`src/rtl/uart_txrx_if.sv`:
```
// Byte-side and serial-pin signals of the uart_txrx transceiver.
// The slave modport is the transceiver's view; master is the core/pin side.
interface uart_txrx_if;
    logic [7:0] tx_byte;
    logic       tx_en;
    logic       tx_ready;
    logic       tx;
    logic       rx;
    logic [7:0] rx_byte;
    logic       byte_read;
    logic       rx_frame_err;

    modport master (
        output tx_byte, tx_en, rx,
        input  tx_ready, tx, rx_byte, byte_read, rx_frame_err
    );

    modport slave (
        input  tx_byte, tx_en, rx,
        output tx_ready, tx, rx_byte, byte_read, rx_frame_err
    );
endinterface

```
`src/rtl/uart_txrx.sv`:
```
// 8N1 UART transceiver: independent TX and RX state machines sharing one
// clock and one baud divisor (CLKS_PER_BIT clock cycles per serial bit).
module uart_txrx #(
    parameter int unsigned CLKS_PER_BIT = 10417
) (
    input  logic         clk,
    input  logic         rst_n,
    uart_txrx_if.slave   bus
);

    localparam int unsigned CW = $clog2(CLKS_PER_BIT);
    localparam logic [CW-1:0] CNT_LAST = CW'(CLKS_PER_BIT - 1);
    localparam logic [CW-1:0] CNT_HALF = CW'(CLKS_PER_BIT / 2 - 1);
    localparam logic [CW-1:0] CNT_ONE  = CW'(1);

    typedef enum logic [1:0] {
        ST_IDLE,
        ST_START,
        ST_DATA,
        ST_STOP
    } uart_state_e;

    // ---------------- transmitter ----------------
    uart_state_e   tx_state_q;
    logic [CW-1:0] tx_cnt_q;
    logic [2:0]    tx_idx_q;
    logic [7:0]    tx_shift_q;
    logic          tx_q;
    logic          tx_ready_q;

    always_ff @(posedge clk) begin
        if (!rst_n) begin
            tx_state_q <= ST_IDLE;
            tx_cnt_q   <= '0;
            tx_idx_q   <= '0;
            tx_shift_q <= '0;
            tx_q       <= 1'b1;
            tx_ready_q <= 1'b0;
        end else begin
            case (tx_state_q)
                ST_IDLE: begin
                    tx_q     <= 1'b1;
                    tx_cnt_q <= '0;
                    // Start bit is driven from the very next cycle.
                    if (bus.tx_en) begin
                        tx_state_q <= ST_START;
                        tx_ready_q <= 1'b0;
                        tx_q       <= 1'b0;
                    end
                end
                ST_START: begin
                    if (tx_cnt_q == CNT_LAST) begin
                        tx_cnt_q   <= '0;
                        tx_idx_q   <= '0;
                        tx_shift_q <= bus.tx_byte;
                        tx_q       <= bus.tx_byte[0];
                        tx_state_q <= ST_DATA;
                    end else begin
                        tx_cnt_q <= tx_cnt_q + CNT_ONE;
                    end
                end
                ST_DATA: begin
                    if (tx_cnt_q == CNT_LAST) begin
                        tx_cnt_q <= '0;
                        if (tx_idx_q == 3'd7) begin
                            tx_q       <= 1'b1;
                            tx_state_q <= ST_STOP;
                        end else begin
                            tx_shift_q <= tx_shift_q >> 1;
                            tx_q       <= tx_shift_q[1];
                            tx_idx_q   <= tx_idx_q + 3'd1;
                        end
                    end else begin
                        tx_cnt_q <= tx_cnt_q + CNT_ONE;
                    end
                end
                ST_STOP: begin
                    if (tx_cnt_q == CNT_LAST) begin
                        tx_cnt_q   <= '0;
                        tx_ready_q <= 1'b1;
                        tx_state_q <= ST_IDLE;
                    end else begin
                        tx_cnt_q <= tx_cnt_q + CNT_ONE;
                    end
                end
                default: tx_state_q <= ST_IDLE;
            endcase
        end
    end

    assign bus.tx       = tx_q;
    assign bus.tx_ready = tx_ready_q;

    // ---------------- receiver ----------------
    uart_state_e   rx_state_q;
    logic [1:0]    rx_sync_q;
    logic [CW-1:0] rx_cnt_q;
    logic [2:0]    rx_idx_q;
    logic [7:0]    rx_shift_q;
    logic [7:0]    rx_byte_q;
    logic          byte_read_q;
    logic          rx_frame_err_q;
    logic          rx_s;

    assign rx_s = rx_sync_q[1];

    always_ff @(posedge clk) begin
        if (!rst_n) begin
            rx_state_q     <= ST_IDLE;
            rx_sync_q      <= '1;
            rx_cnt_q       <= '0;
            rx_idx_q       <= '0;
            rx_shift_q     <= '0;
            rx_byte_q      <= '0;
            byte_read_q    <= 1'b0;
            rx_frame_err_q <= 1'b0;
        end else begin
            rx_sync_q      <= {rx_sync_q[0], bus.rx};
            byte_read_q    <= 1'b0;
            rx_frame_err_q <= 1'b0;
            case (rx_state_q)
                ST_IDLE: begin
                    rx_cnt_q <= '0;
                    if (!rx_s) begin
                        rx_state_q <= ST_START;
                    end
                end
                ST_START: begin
                    // Mid-start re-check rejects short glitches on the line.
                    if (rx_cnt_q == CNT_HALF) begin
                        rx_cnt_q <= '0;
                        rx_idx_q <= '0;
                        rx_state_q <= rx_s ? ST_IDLE : ST_DATA;
                    end else begin
                        rx_cnt_q <= rx_cnt_q + CNT_ONE;
                    end
                end
                ST_DATA: begin
                    if (rx_cnt_q == CNT_LAST) begin
                        rx_cnt_q   <= '0;
                        rx_shift_q <= {rx_s, rx_shift_q[7:1]};
                        if (rx_idx_q == 3'd7) begin
                            rx_state_q <= ST_STOP;
                        end else begin
                            rx_idx_q <= rx_idx_q + 3'd1;
                        end
                    end else begin
                        rx_cnt_q <= rx_cnt_q + CNT_ONE;
                    end
                end
                ST_STOP: begin
                    // Leaving at mid-stop lets a zero-gap next start bit be seen.
                    if (rx_cnt_q == CNT_LAST) begin
                        rx_cnt_q   <= '0;
                        rx_state_q <= ST_IDLE;
                        if (rx_s) begin
                            rx_byte_q   <= rx_shift_q;
                            byte_read_q <= 1'b1;
                        end else begin
                            rx_frame_err_q <= 1'b1;
                        end
                    end else begin
                        rx_cnt_q <= rx_cnt_q + CNT_ONE;
                    end
                end
                default: rx_state_q <= ST_IDLE;
            endcase
        end
    end

    assign bus.rx_byte      = rx_byte_q;
    assign bus.byte_read    = byte_read_q;
    assign bus.rx_frame_err = rx_frame_err_q;

endmodule

```
`src/flat_wrapper.sv`:
```
// flat-port wrapper written by rule: the top's interface ports become plain ports
module uart_txrx_flat 
#(
    parameter int unsigned CLKS_PER_BIT = 10417
)
  (clk, rst_n, bus_tx_byte, bus_tx_en, bus_rx, bus_tx_ready, bus_tx, bus_rx_byte, bus_byte_read, bus_rx_frame_err);
  uart_txrx_if bus_i ();
  input  logic clk;
  input  logic rst_n;
  input wire logic [$bits(bus_i.tx_byte)-1:0] bus_tx_byte;
  input wire logic [$bits(bus_i.tx_en)-1:0] bus_tx_en;
  input wire logic [$bits(bus_i.rx)-1:0] bus_rx;
  output wire logic [$bits(bus_i.tx_ready)-1:0] bus_tx_ready;
  output wire logic [$bits(bus_i.tx)-1:0] bus_tx;
  output wire logic [$bits(bus_i.rx_byte)-1:0] bus_rx_byte;
  output wire logic [$bits(bus_i.byte_read)-1:0] bus_byte_read;
  output wire logic [$bits(bus_i.rx_frame_err)-1:0] bus_rx_frame_err;
  assign bus_i.tx_byte = bus_tx_byte;
  assign bus_i.tx_en = bus_tx_en;
  assign bus_i.rx = bus_rx;
  assign bus_tx_ready = bus_i.tx_ready;
  assign bus_tx = bus_i.tx;
  assign bus_rx_byte = bus_i.rx_byte;
  assign bus_byte_read = bus_i.byte_read;
  assign bus_rx_frame_err = bus_i.rx_frame_err;
  uart_txrx #(.CLKS_PER_BIT(CLKS_PER_BIT)) u_core (.clk(clk), .rst_n(rst_n), .bus(bus_i));
endmodule
```
`config.mk`:
```
export PLATFORM = sky130hd
export DESIGN_NAME = uart_txrx_flat
export DESIGN_NICKNAME = d
export VERILOG_FILES = /design/src/rtl/uart_txrx_if.sv /design/src/rtl/uart_txrx.sv /design/src/flat_wrapper.sv
export SDC_FILE = /design/constraint.sdc
export NUM_CORES = 1
export LEC_CHECK = 0
export CAP_MARGIN = 20
export CORE_UTILIZATION = 39
export CTS_BUF_LIST = sky130_fd_sc_hd__clkbuf_4
export CTS_CLUSTER_SIZE = 30
export DETAILED_ROUTE_END_ITERATION = 12
export SYNTH_ARGS = -nofsm -noshare
export SYNTH_HDL_FRONTEND = slang
export SYNTH_SLANG_ARGS = --single-unit
```
`constraint.sdc`:
```
create_clock -name clk -period 1.99 [get_ports clk]
set_clock_uncertainty 0.1 [all_clocks]
set_input_delay 0.398 -clock clk [delete_from_list [all_inputs] [get_ports clk]]
set_output_delay 0.398 -clock clk [all_outputs]
set_load 0.01 [all_outputs]
```
==> results_dict.tcl <==
set metrics [dict create \
    final.setup.tns_ns -0.7346 \
    path_common_cell "or4_4" \
    max_stage_delay_ns 0.55 \
    yosysTopAreaCell "dfxtp_1" \
    clockBufferDepth 2 \
    cts_num_sinks 67 \
    gp_congestion 0.7638 \
    crit_fanout 4 \
    ios 24 \
    switching_share 0.3050 \
    n_antenna_cell 0 \
    powerDensity_mw_per_mm2 731.1 \
    grt_pass1_wl_um 10810 \
    yosys-top-cells-area "dfxtp_1 (44%), ha_1 (5.3%), a21oi_1 (5.1%)" \
    ys_seq_elements 67 \
    postSynthNetCount 375 \
    syn2layout_area_growth_pct 26.41 \
    worst_slack_ns -0.1201 \
    place_ws_ns -0.1511 \
    period_needed_ns 2.110 \
    yosys.area.top_type_share 0.4402 \
    synth.cell_area_mm2 0.003047 \
    tightestPinTransition_ns 0.3447 \
    ctsRootBufferMaster "clkbuf_4" \
    synth_edf_count 0 \
    end_kind "flop" \
    viasPerCell 5.188 \
    seqPwrFrac 0.502 \
    drive_above_1_share 0.1744 \
    fin_util 0.5198 \
    drt-pass1-iter-count 4 \
    die_w_um 90.39 \
    synth_flop_cell "dfxtp_1" \
    drt-wirelength-per-cell_um 12.45 \
    hold_violations 0 \
    htreeDepth 3 \
    hold_ws_ns 0.3210 \
    worst_ep_required_time_ns 2.23 \
    critPathArrivalTime_ns 2.35 \
    setup_viol 9 \
    clkSlewWorstSetupHoldPaths_ns 0.11 \
    p_leak_nw 1.376 \
    path_class "reg2reg" \
    start_util 0.4112 \
    finalCritPeriodShare 1.060 \
    gr-total-overflow 0 \
    rows 31 \
    numCtsBuffers 9 \
    hold_buffers 0 \
    final_max_slew_viol_count 0 \
    ys_warn_count 0 \
    ys_types 42 \
    port_buffers 23 \
    ys_seq_area_frac 0.4402 \
    dpl.hpwl_um 4369 \
    async_flop_share 0 \
    rsz0062_at_grt "yes" \
    grt_max_degree 22 \
    die_area_mm2 0.008169 \
    power_frac_clock 0.272 \
    drcViolationCount 0 \
    fmax_mhz 473.9 \
    clock_latency_ns 0.41 \
    switchingPower_w 0.0008589 \
    p_int_w 0.001957 \
    worstSetupStartpointType "flop" \
    grt_use_total 0.1621 \
    hold_class "reg2reg" \
    postRouteAntennaNets 0 \
    avgSynthCellArea_um2 8.705 \
    antenna_found_initial 0 \
    final_nets 427 \
    violations "negative setup slack" \
    status "finished with violations" \
    cap_viol_max_count 0 \
    ir_drop_mv 0.2772 \
    maxSlewHeadroom 0.7681 \
    synthesis.instances 350 \
    die_h_um 90.39 \
    grt_pass1_vias 2390 \
    critPathSlowestCell "or4_4" \
    drt-total-wl_um 6301 \
    regToRegSetupSlack_ns -0.12 \
    coreArea_mm2 0.007408 \
    cts_tree "done" \
    power_frac_comb 0.226 \
    vias 2625 \
    first_iter_violations 50 \
    crit_chain "or4b_4 > or4_4 > or4_4 > a21oi_2" \
]
## cells by family after synthesis
group	synth area share
compound gates	0.1478
flops	0.4402
xor+xnor	0.06325
fa+ha+maj	0.05339
buf+inv	0.04147
mux	0.02628
simple gates	0.2275
## per-layer routing
metal  up-vias  GRT usage  routed length (µm)
li1       1369          -                   -
met1      1216     0.2157                3164
met2        31     0.2532                2845
met3         9    0.03199                 183
met4         0    0.07258                 107
met5         -          0                   0
## power by group through the flow
| stage | logic [W] | registers [W] | clock network (W) |
|---|---|---|---|
| floorplan | 0.000400 | 0.00145 | 0 |
| detailed placement | 0.000591 | 0.00144 | 0 |
| finish | 0.000637 | 0.00141 | 0.000765 |
| global placement | 0.000585 | 0.00144 | 0 |
| CTS | 0.000627 | 0.00141 | 0.000794 |
| global route | 0.000702 | 0.00142 | 0.000845 |
## cell type report
type,instances,area [µm²]
Tap cell,99,123.9
Inverter,13,48.80
Clock inverter,5,30.03
Fill cell,704,3557
Clock buffer,11,82.58
Timing Repair Buffer,61,560.5
Sequential cell,67,1344
Multi-Input combinational cell,250,1662
## synth_stat cells (2+ instances only)
cell type  number
nor4_1          5
nand2_1        14
nor3_1          8
xor2_1         13
a21oi_1        31
o31a_1          2
dfxtp_1        67
o21ai_0        25
a211oi_1        6
xnor2_1         9
ha_1           13
nor2_1         31
nor2b_1         3
o211a_1         2
clkbuf_1       17
nand3_1        30
or3_1           5
a41o_1          2
inv_1          13
nand4_1        11
mux2i_1         8
or4_1           3
and4b_1         2
or2_2           2
a41oi_1         2
nand2b_1        5
and3_1          2
and4_1          5
## critical path: cells and delay by family (launching register included)
kind	cells	cell delay, ns
AO/OA/AOI/OAI	1	0.13
AND/OR/NAND/NOR	3	1.51
flip-flops	1	0.33
## metrics by stage
stage | std cells | power [W] | cell area, µm²
2_1_floorplan | 350 | 0.001847 | 3047
3_3_place_gp | 488 | 0.002028 | 3637
3_5_place_dp | 488 | 0.002035 | 3637
4_1_cts | 505 | 0.002834 | 3785
5_1_grt | 506 | 0.002967 | 3851
6_report | 506 | 0.002816 | 3851
## flip-flops by register name (all words and copies together) (netlist names), 2 cells and up, named ones only
signal,flops
u_core.rx_cnt_q,14
u_core.tx_cnt_q,14
u_core.bus.rx_byte,8
u_core.rx_shift_q,8
u_core.tx_shift_q,7
u_core.rx_idx_q,3
u_core.tx_idx_q,3
u_core.rx_sync_q,2
u_core.tx_state_q,2
## repair_timing
| action | 4_1_cts | 5_1_grt |
|---|---|---|
| resized for setup | 8 | 13 |
| pin swaps | 1 | 4 |
| setup buffers | 1 | 1 |
| endpoints found under the setup margin | 28 | 29 |
## cells in the final DEF (no fill, tap or decap), types with 4 or more instances in the layout
cell             count
dfxtp_1             65
buf_4               33
nor2_1              31
nand3_1             30
a21oi_1             30
clkdlybuf4s50_1     23
o21ai_0             21
nand2_1             14
inv_1               13
xor2_1              13
ha_1                12
nand4_1             11
clkbuf_4            11
xnor2_1              9
nor3_1               8
mux2i_1              8
a211oi_1             6
and4_1               5
nand2b_1             5
o21ai_1              4
## worst paths after layout
path / depth (start not counted) / to / startpoint
max: 4 / u_core.tx_idx_q[0] / u_core.tx_cnt_q[12]
max reg2reg: 4 / u_core.tx_idx_q[0] / u_core.tx_cnt_q[12]
min reg2reg: 1 / u_core.rx_sync_q[1] / u_core.rx_sync_q[0]
min: 1 / u_core.rx_sync_q[1] / u_core.rx_sync_q[0]
(Power assumes the default switching activity.)
